**src/rtl/msx_kbd_matrix.sv**
```systemverilog
// msx_kbd_matrix: MiSTer ps2_key events -> 11x8 MSX key matrix, served to the PPI (row in, cols_n out).
// Toggle->matrix 3 edges, ->kbd_cols_n 4; never stalls. `define MSX_KBD_GHOST_EN adds one-level ghosting.
module msx_kbd_matrix #(
  parameter int ROWS = 11
) (
  input  logic        clk,
  input  logic        reset_n,
  input  logic [10:0] ps2_key,
  input  logic        release_all,
  input  logic [3:0]  kbd_row,
  output logic [7:0]  kbd_cols_n,
  output logic        key_event
);

  logic [10:0]          ps2_q, ps2_d;
  logic                 tog_hist_q, tog_hist_d;
  logic                 armed_q, armed_d;
  logic                 evt;
  logic                 s1_vld_q, s1_vld_d;
  logic [9:0]           s1_key_q, s1_key_d;
  logic                 s2_vld_q, s2_vld_d;
  logic                 s2_hit_q, s2_hit_d;
  logic [3:0]           s2_row_q, s2_row_d;
  logic [2:0]           s2_col_q, s2_col_d;
  logic                 s2_make_q, s2_make_d;
  logic                 s2_shl_q, s2_shl_d;
  logic                 s2_shr_q, s2_shr_d;
  logic                 shift_l_q, shift_l_d;
  logic                 shift_r_q, shift_r_d;
  logic [ROWS-1:0][7:0] matrix_q, matrix_d;
  logic [7:0]           kbd_cols_n_q, kbd_cols_n_d;
  logic                 key_event_q, key_event_d;
  logic [7:0]           lk;
  logic [7:0]           sel_row;
  logic [7:0]           read_row;
  logic                 wr_bit;

  function automatic logic [7:0] rc(input int r, input int c);
    return {1'b1, 4'(r), 3'(c)};
  endfunction

  // Key is {ext, code}; extended and plain codes are separate entries.
  always_comb begin
    lk = 8'h00;
    case (s1_key_q[8:0])
      9'h045: lk = rc(0, 0);  9'h016: lk = rc(0, 1);  9'h01E: lk = rc(0, 2);  9'h026: lk = rc(0, 3);
      9'h025: lk = rc(0, 4);  9'h02E: lk = rc(0, 5);  9'h036: lk = rc(0, 6);  9'h03D: lk = rc(0, 7);
      9'h03E: lk = rc(1, 0);  9'h046: lk = rc(1, 1);  9'h04E: lk = rc(1, 2);  9'h055: lk = rc(1, 3);
      9'h05D: lk = rc(1, 4);  9'h054: lk = rc(1, 5);  9'h05B: lk = rc(1, 6);  9'h04C: lk = rc(1, 7);
      9'h052: lk = rc(2, 0);  9'h00E: lk = rc(2, 1);  9'h041: lk = rc(2, 2);  9'h049: lk = rc(2, 3);
      9'h04A: lk = rc(2, 4);  9'h061: lk = rc(2, 5);  9'h01C: lk = rc(2, 6);  9'h032: lk = rc(2, 7);
      9'h021: lk = rc(3, 0);  9'h023: lk = rc(3, 1);  9'h024: lk = rc(3, 2);  9'h02B: lk = rc(3, 3);
      9'h034: lk = rc(3, 4);  9'h033: lk = rc(3, 5);  9'h043: lk = rc(3, 6);  9'h03B: lk = rc(3, 7);
      9'h042: lk = rc(4, 0);  9'h04B: lk = rc(4, 1);  9'h03A: lk = rc(4, 2);  9'h031: lk = rc(4, 3);
      9'h044: lk = rc(4, 4);  9'h04D: lk = rc(4, 5);  9'h015: lk = rc(4, 6);  9'h02D: lk = rc(4, 7);
      9'h01B: lk = rc(5, 0);  9'h02C: lk = rc(5, 1);  9'h03C: lk = rc(5, 2);  9'h02A: lk = rc(5, 3);
      9'h01D: lk = rc(5, 4);  9'h022: lk = rc(5, 5);  9'h035: lk = rc(5, 6);  9'h01A: lk = rc(5, 7);
      9'h012: lk = rc(6, 0);  9'h059: lk = rc(6, 0);  9'h014: lk = rc(6, 1);  9'h011: lk = rc(6, 2);
      9'h058: lk = rc(6, 3);  9'h111: lk = rc(6, 4);  9'h005: lk = rc(6, 5);  9'h006: lk = rc(6, 6);
      9'h004: lk = rc(6, 7);
      9'h00C: lk = rc(7, 0);  9'h003: lk = rc(7, 1);  9'h076: lk = rc(7, 2);  9'h00D: lk = rc(7, 3);
      9'h007: lk = rc(7, 4);  9'h066: lk = rc(7, 5);  9'h00A: lk = rc(7, 6);  9'h05A: lk = rc(7, 7);
      9'h029: lk = rc(8, 0);  9'h16C: lk = rc(8, 1);  9'h170: lk = rc(8, 2);  9'h171: lk = rc(8, 3);
      9'h16B: lk = rc(8, 4);  9'h175: lk = rc(8, 5);  9'h172: lk = rc(8, 6);  9'h174: lk = rc(8, 7);
      9'h07C: lk = rc(9, 0);  9'h079: lk = rc(9, 1);  9'h14A: lk = rc(9, 2);  9'h070: lk = rc(9, 3);
      9'h069: lk = rc(9, 4);  9'h072: lk = rc(9, 5);  9'h07A: lk = rc(9, 6);  9'h06B: lk = rc(9, 7);
      9'h073: lk = rc(10, 0); 9'h074: lk = rc(10, 1); 9'h06C: lk = rc(10, 2); 9'h075: lk = rc(10, 3);
      9'h07D: lk = rc(10, 4); 9'h07B: lk = rc(10, 5); 9'h071: lk = rc(10, 7);
      default: lk = 8'h00;
    endcase
  end

  // ps2_key is registered once before edge detection; armed_q masks the first cycle after reset.
  always_comb begin
    ps2_d      = ps2_key;
    tog_hist_d = ps2_q[10];
    armed_d    = 1'b1;
    evt        = armed_q && (ps2_q[10] != tog_hist_q);
    s1_vld_d   = evt;
    s1_key_d   = evt ? ps2_q[9:0] : s1_key_q;
    s2_vld_d   = s1_vld_q;
    {s2_hit_d, s2_row_d, s2_col_d} = lk;
    s2_make_d  = s1_key_q[9];
    s2_shl_d   = (s1_key_q[8:0] == 9'h012);
    s2_shr_d   = (s1_key_q[8:0] == 9'h059);
  end

  always_comb begin
    matrix_d    = matrix_q;
    shift_l_d   = shift_l_q;
    shift_r_d   = shift_r_q;
    key_event_d = 1'b0;
    wr_bit      = s2_make_q;
    if (release_all) begin
      matrix_d  = '0;
      shift_l_d = 1'b0;
      shift_r_d = 1'b0;
    end else if (s2_vld_q && s2_hit_q) begin
      key_event_d = 1'b1;
      if (s2_shl_q) shift_l_d = s2_make_q;
      if (s2_shr_q) shift_r_d = s2_make_q;
      if (s2_shl_q || s2_shr_q) wr_bit = shift_l_d | shift_r_d;
      for (int r = 0; r < ROWS; r++) begin
        if (s2_row_q == 4'(r)) matrix_d[r][s2_col_q] = wr_bit;
      end
    end
  end

  // Rows at or beyond ROWS leave sel_row at zero and so read back as all released.
  always_comb begin
    sel_row = 8'h00;
    for (int r = 0; r < ROWS; r++) begin
      if (kbd_row == 4'(r)) sel_row = matrix_q[r];
    end
    read_row = sel_row;
`ifdef MSX_KBD_GHOST_EN
    for (int r = 0; r < ROWS; r++) begin
      if ((kbd_row != 4'(r)) && (|(matrix_q[r] & sel_row))) read_row = read_row | matrix_q[r];
    end
`endif
    kbd_cols_n_d = ~read_row;
  end

  always_ff @(posedge clk) begin
    if (!reset_n) begin
      ps2_q        <= ps2_key;
      tog_hist_q   <= ps2_key[10];
      armed_q      <= 1'b0;
      s1_vld_q     <= 1'b0;
      s1_key_q     <= '0;
      s2_vld_q     <= 1'b0;
      s2_hit_q     <= 1'b0;
      s2_row_q     <= '0;
      s2_col_q     <= '0;
      s2_make_q    <= 1'b0;
      s2_shl_q     <= 1'b0;
      s2_shr_q     <= 1'b0;
      shift_l_q    <= 1'b0;
      shift_r_q    <= 1'b0;
      matrix_q     <= '0;
      kbd_cols_n_q <= 8'hFF;
      key_event_q  <= 1'b0;
    end else begin
      ps2_q        <= ps2_d;
      tog_hist_q   <= tog_hist_d;
      armed_q      <= armed_d;
      s1_vld_q     <= s1_vld_d;
      s1_key_q     <= s1_key_d;
      s2_vld_q     <= s2_vld_d;
      s2_hit_q     <= s2_hit_d;
      s2_row_q     <= s2_row_d;
      s2_col_q     <= s2_col_d;
      s2_make_q    <= s2_make_d;
      s2_shl_q     <= s2_shl_d;
      s2_shr_q     <= s2_shr_d;
      shift_l_q    <= shift_l_d;
      shift_r_q    <= shift_r_d;
      matrix_q     <= matrix_d;
      kbd_cols_n_q <= kbd_cols_n_d;
      key_event_q  <= key_event_d;
    end
  end

  assign kbd_cols_n = kbd_cols_n_q;
  assign key_event  = key_event_q;

endmodule
```
**config.mk**
```make
export PLATFORM = sky130hd
export DESIGN_NAME = msx_kbd_matrix
export DESIGN_NICKNAME = d
export VERILOG_FILES = /design/src/rtl/msx_kbd_matrix.sv
export SDC_FILE = /design/constraint.sdc
export NUM_CORES = 1
export LEC_CHECK = 0
export BUFFER_PORTS_ARGS = -buffer_cell sky130_fd_sc_hd__buf_2
export CAP_MARGIN = 40
export CORE_AREA = 2 2 113 115
export CTS_CLUSTER_DIAMETER = 120
export DETAILED_ROUTE_END_ITERATION = 6
export DIE_AREA = 0 0 115 117
export PLACE_DENSITY = 0.77
export SLEW_MARGIN = 25
export SYNTH_ARGS = -nofsm -noshare
export SYNTH_HDL_FRONTEND = slang
export SYNTH_SLANG_ARGS = --single-unit
```
**constraint.sdc**
```tcl
create_clock -name clk -period 3.2 [get_ports clk]
set_input_delay 0.32 -clock clk [delete_from_list [all_inputs] [get_ports clk]]
set_output_delay 0.32 -clock clk [all_outputs]
set_load 0.005 [all_outputs]
```
# Word-level counts from Yosys, hierarchy flattened
# Cells that the tools add are included.
word_totals:
  ff_bits: 135
  input_bits: 18
  out_inout_bits: 9
  wordCells: 197
classes:
  n_lt_le_gt_ge: 2
  n_eq_ne: 109
  mux: 37
  bitwise: 3
  reduce_logical: 19
ops:
  columns: ["cell", "count"]
  rows:
  - ["$pmux W8 S87", 1]
  - ["$eq A9 B7 Y1 const B", 37]
  - ["$eq A9 B6 Y1 const B", 23]
  - ["$eq A9 B5 Y1 const B", 10]
  - ["$bwmux W8", 11]
  - ["$mux W8", 11]
  - ["$eq A9 B9 Y1 const B", 9]
  - ["$eq A9 B3 Y1 const B", 4]
  - ["$eq A9 B4 Y1 const B", 4]
  - ["$eq A4 B3 Y1 const B", 8]
  - ["$eq A4 B4 Y1 const B", 6]
  - ["$reduce_and A2 Y1", 11]
  - ["$eq A4 B2 Y1 const B", 4]
  - ["$mux W1", 13]
  - ["$eq A9 B2 Y1 const B", 1]
  - ["$eq A4 B1 Y1 const B", 2]
  - ["$logic_not A4 Y1", 2]
  - ["$not A8 Y8", 1]
  - ["$lt A3 B4 Y1 const B", 1]
  - ["$reduce_or A2 Y1", 2]
  - ["$demux W1 S3", 1]
  - ["$ge A3 B1 Y1 const B", 1]
  - ["$logic_and A1 B1 Y1", 3]
  - ["$logic_or A1 B1 Y1", 1]
  - ["other kinds (3)", 3]

# Logic depth before layout (Yosys ltp)
depth:
  ltp_word: 13
  depth_mapped: 9
  depth_no_buf: 6

# Worst setup path before layout
# No wires, ideal clock.
synth_path:
  path_kind: "register to register"
  start: "register s1_key_q[8]"
  end: "register s2_row_q[1]"
  setup_time_ns: 0.120
  t_arrival_ns: 1.846
  required_ns: 3.080
  slack_ns: 1.234
  stages_incl_launch_ff: 9
  path_buffers: 2
  period_less_slack_ns: 1.966
  cell_sequence: "dfxtp_1 buf_6 or3_4 buf_6 nor2_1 a22oi_2 or3b_1 or3_1 o31a_1"
synth_via:
  elab_chain_cells: 3
  word_cells_on_any_way: 90
  cone_classes: "eq/ne (88); mux (1); reduce/logical (1)"
synth_lines:
  columns: ["element", "line_no", "rtl"]
  rows:
  - ["from (decl)", "20", "logic [9:0] s1_key_q, s1_key_d;"]
  - ["from (signal assigned)", "148", "s1_key_q <= s1_key_d;"]
  - ["$eq A9 B5 Y1 or $eq A9 B7 Y1 (tied branches)", "45", "case (s1_key_q[8:0])"]
  - ["$reduce_or A2 Y1 (no line)", null, null]
  - ["$pmux W8 S87 (*)", "45", null]
  - ["to (signal assigned)", "151", "s2_row_q <= s2_row_d;"]
  - ["to (decl)", "23", "logic [3:0] s2_row_q, s2_row_d;"]
# Mark *: on every way between the ends. The rest lies on a longest branch, timed or not.
# A chain may end at the register's enable or synchronous reset.

# Final worst setup path
layout_path:
  start: "register s1_key_q[5]"
  end: "register s2_col_q[1]"
layout_via:
  elab_chain_cells: 3
  word_cells_on_any_way: 90
  cone_classes: "eq/ne (88); mux (1); reduce/logical (1)"
layout_lines:
  columns: ["element", "line_no", "rtl"]
  rows:
  - ["$eq A9 B5 Y1 or $eq A9 B7 Y1 (tied branches)", "45", null]
  - ["$reduce_or A2 Y1 (no line)", null, null]
  - ["$pmux W8 S87 (*)", "45", null]
  - ["to (signal assigned)", "152", "s2_col_q <= s2_col_d;"]
  - ["to (decl)", "24", "logic [2:0] s2_col_q, s2_col_d;"]
# Marks and branches as above.

==> results_dict.tcl <==
set metrics [dict create \
    hold_viol 0 \
    synth_compound_area_share_pct 26.64 \
    drc 9 \
    synth_xor_area_share_pct 0.4833 \
    end_kind "flop" \
    setup_tns_ns 0 \
    fmax_mhz 353.5 \
    dieArea_um2 13460 \
    p_leak_nw 2.706 \
    cts-root-buf "clkbuf_16" \
    cts_tree "built" \
    use_met1_pct 41.57 \
    clk_pin_slew_ns 0.06 \
    yosys_most_used_dff "dfxtp_1" \
    clkLatencyLatePin_ns 0.43 \
    period_minus_slack_ns 2.829 \
    initial_core_util_pct 58.87 \
    r2r_slack_ns 0.37 \
    drt_pass1_iterations 7 \
    r2r-start "s1_key_q[5]" \
    grt_start_max_net_pins 92 \
    hold_path_class "in -> reg" \
    hold_path.startpoint "ps2_key[7]" \
    slew_headroom_pct 47.87 \
    postSynthNetCount 889 \
    place_ws_ns 0.5297 \
    clockBufferDepth 2 \
    worstPathArrival_ns 3.14 \
    place_hpwl_um 16270 \
    synthMuxAreaShare_pct 6.266 \
    grt_pass1_vias 6821 \
    worstMarginPinSlew_ns 0.7786 \
    core_um2 12310 \
    yosys-top-cells-area "dfxtp_1 37%, a21oi_1 6.1%, a311oi_1 4.8%, o21ai_0 3.5%, mux2i_1 3.3%" \
    placed_cells 983 \
    grt_pass1_wl_um 37310 \
    synth_adder_area_share_pct 0 \
    yosysMostFrequentCell "dfxtp_1" \
    yosysWarningCount 0 \
    r2r_cells 6 \
    netlist_area_um2 7248 \
    routed_wl_um 24160 \
    port_buffers 26 \
    peakVddDrop_mv 0.4766 \
    fin_skew_ns 0.01160 \
    min_to "ps2_q[7]" \
    cts.htree.levels 4 \
    synth_edf_count 0 \
    power.density_nw_per_um2 514.3 \
    cap_violations 0 \
    avgSynthCellArea_um2 8.322 \
    routedWlPerCell_um 23.57 \
    setup_ws_ns 0.3714 \
    violations "DRC" \
    overflow 0 \
    cts_sinks 135 \
    cp.required_ns 3.51 \
    r2r_end "s2_col_q[1]" \
    synthSimpleGateAreaFrac_pct 23.15 \
    avgViaCountPerCell 7.109 \
    ant_nets 0 \
    drive_gt1_share_pct 14.40 \
    rows 41 \
    cts_resized 0 \
    dieHeight_um 117 \
    grt_use_total_pct 36.23 \
    rsz0062_at_grt "false" \
    synth.distinct_cells 76 \
    final_area_um2 8085 \
    die_w_um 115 \
    stdcell_count 1025 \
    synth_seq_cells 135 \
    start_kind "flop" \
    fin_crit_sh_pct 88.39 \
    synth_cells 871 \
    antenna_cells 0 \
    synth_top_family_by_area "compound AO/OA/AOI/OAI gates" \
    grt.met2_usage_pct 62.39 \
    status "finished with violations" \
    synth-async-reset-ratio_pct 0 \
    ys_seq_area_share_pct 37.29 \
    gp_congestion 1.004 \
    antenna_found_initial 0 \
    placed_area_um2 7378 \
    fin_nets 880 \
    slew_viol_final 0 \
    vias 7287 \
    synth_top_cell_by_area "dfxtp_1" \
    synth_common_cells "135 x dfxtp_1, 89 x a21oi_1, 62 x nor2_1, 61 x clkbuf_1, 52 x nand2_1" \
    pin_count 27 \
    busiest_layer "met2" \
    area_growth_syn_to_layout_pct 11.55 \
    use_met3_pct 7.775 \
    synth_top_area_share_pct 37.29 \
    criticalPathCategory "reg -> reg" \
    setup_viol_count_final 0 \
    crit_fanout 16 \
    whs_path_depth 1 \
    cts_buffers 17 \
    drt_iter0_markers 1035 \
]
==> metal layers <==
metal	share of wire, %	vias to the layer above
li1	-	3285
met3	8.5	140
met2	48	486
met4	6.8	0
met1	37	3376
met5	0	-
==> layout make-up <==
type / count / area, µm²
Fill cell: 991 / 4227
Multi-Input combinational cell: 635 / 4105
Sequential cell: 135 / 2703
Timing Repair Buffer: 67 / 478.0
Clock buffer: 19 / 442.9
Tap cell: 150 / 187.7
Clock inverter: 13 / 146.4
Inverter: 6 / 22.52
==> power breakdown <==
group | internal, mW | total, mW | switching (mW)
clock | 1.17 | 1.95 | 0.777
sequential | 1.71 | 1.76 | 0.0503
combinational | 0.144 | 0.445 | 0.301
total | 3.03 | 4.16 | 1.13
==> worst max-delay path by stage <==
stage | startpoint | to | slack, ns | cells past startpoint
after floorplan | s1_key_q[8] | s2_row_q[1] | 1.23 | 8
after global placement | s1_key_q[5] | s2_hit_q | 0.44 | 6
after detailed placement | s1_key_q[5] | s2_col_q[1] | 0.53 | 6
after CTS | s1_key_q[5] | s2_col_q[1] | 0.50 | 6
after global routing | s1_key_q[1] | s2_col_q[1] | 0.37 | 6
final | s1_key_q[5] | s2_col_q[1] | 0.37 | 6
==> cell families (layout without fill, tap and decap cells) <==
group                  Yosys count  count (layout)
buffers and inverters          101             105
AND/OR/NAND/NOR                304             304
flip-flops                     135             135
multiplexers                    37              37
XOR/XNOR                         4               4
AO/OA/AOI/OAI                  290             290
==> metrics by stage <==
| step | util [%] | total power [mW] | hold WS (ns) |
|---|---|---|---|
| final | 65.67 | 4.158 | 0.008547 |
| after global routing | 65.67 | 4.265 | 0.004028 |
| after CTS | 65.45 | 4.128 | 0.003147 |
| after detailed placement | 59.93 | 2.208 | 0.4224 |
| after global placement | 59.83 | 2.212 | 0.4172 |
| after floorplan | - | 2.084 | 0.3477 |
==> placed cells by master (no fill, tap or decap), types with 4 or more instances in the layout <==
cell type        n
a2111oi_0        5
a211oi_1         9
a21oi_1         89
a221oi_1         5
a22oi_1          7
a311oi_1        40
a31oi_1         25
and2_1           7
and3b_1          5
buf_2           27
buf_4           30
clkbuf_16       17
clkinvlp_4       4
dfxtp_1        135
dlygate4sd3_1    9
inv_1            6
mux2_2           7
mux2i_1         24
mux4_2           6
nand2_1         52
nand2b_1         7
nand3_1         18
nand3b_1         6
nand4_1          9
nand4b_1         5
nor2_1          62
nor2b_1         16
nor3_1          39
nor3b_1          7
nor3b_2          6
nor4_1           4
o2111ai_1       10
o21ai_0         50
o221ai_1         4
o22ai_1          9
o31ai_1          4
o41a_1           4
or3_1           36
xor2_1           4
==> critical path, cell delays in order, from the launching register on <==
cell and delay (ns):
dfxtp_1 0.75, nor2_1 0.36, nand2_1 0.25, o22ai_1 0.26, a22o_1 0.33, a2111o_1 0.42, o41a_1 0.33
==> repair_timing <==
item,CTS,global route
endpoints found under the setup margin,0,0
setup buffers,0,0
hold buffers,9,0
endpoints found under the hold margin,9,0
==> state kept, by name, indices dropped and copies added, names as in the netlist <==
register and cells:
s2_row_q 4, s2_shr_q 1, shift_r_q 1, armed_q 1
s2_shl_q 1, key_event 1, s2_hit_q 1, s1_key_q 10
kbd_cols_n 8, s2_make_q 1, tog_hist_q 1, s2_vld_q 1
matrix_q 88, s2_col_q 3, shift_l_q 1, ps2_q 11
s1_vld_q 1
Power figures use the tool's default switching activity.
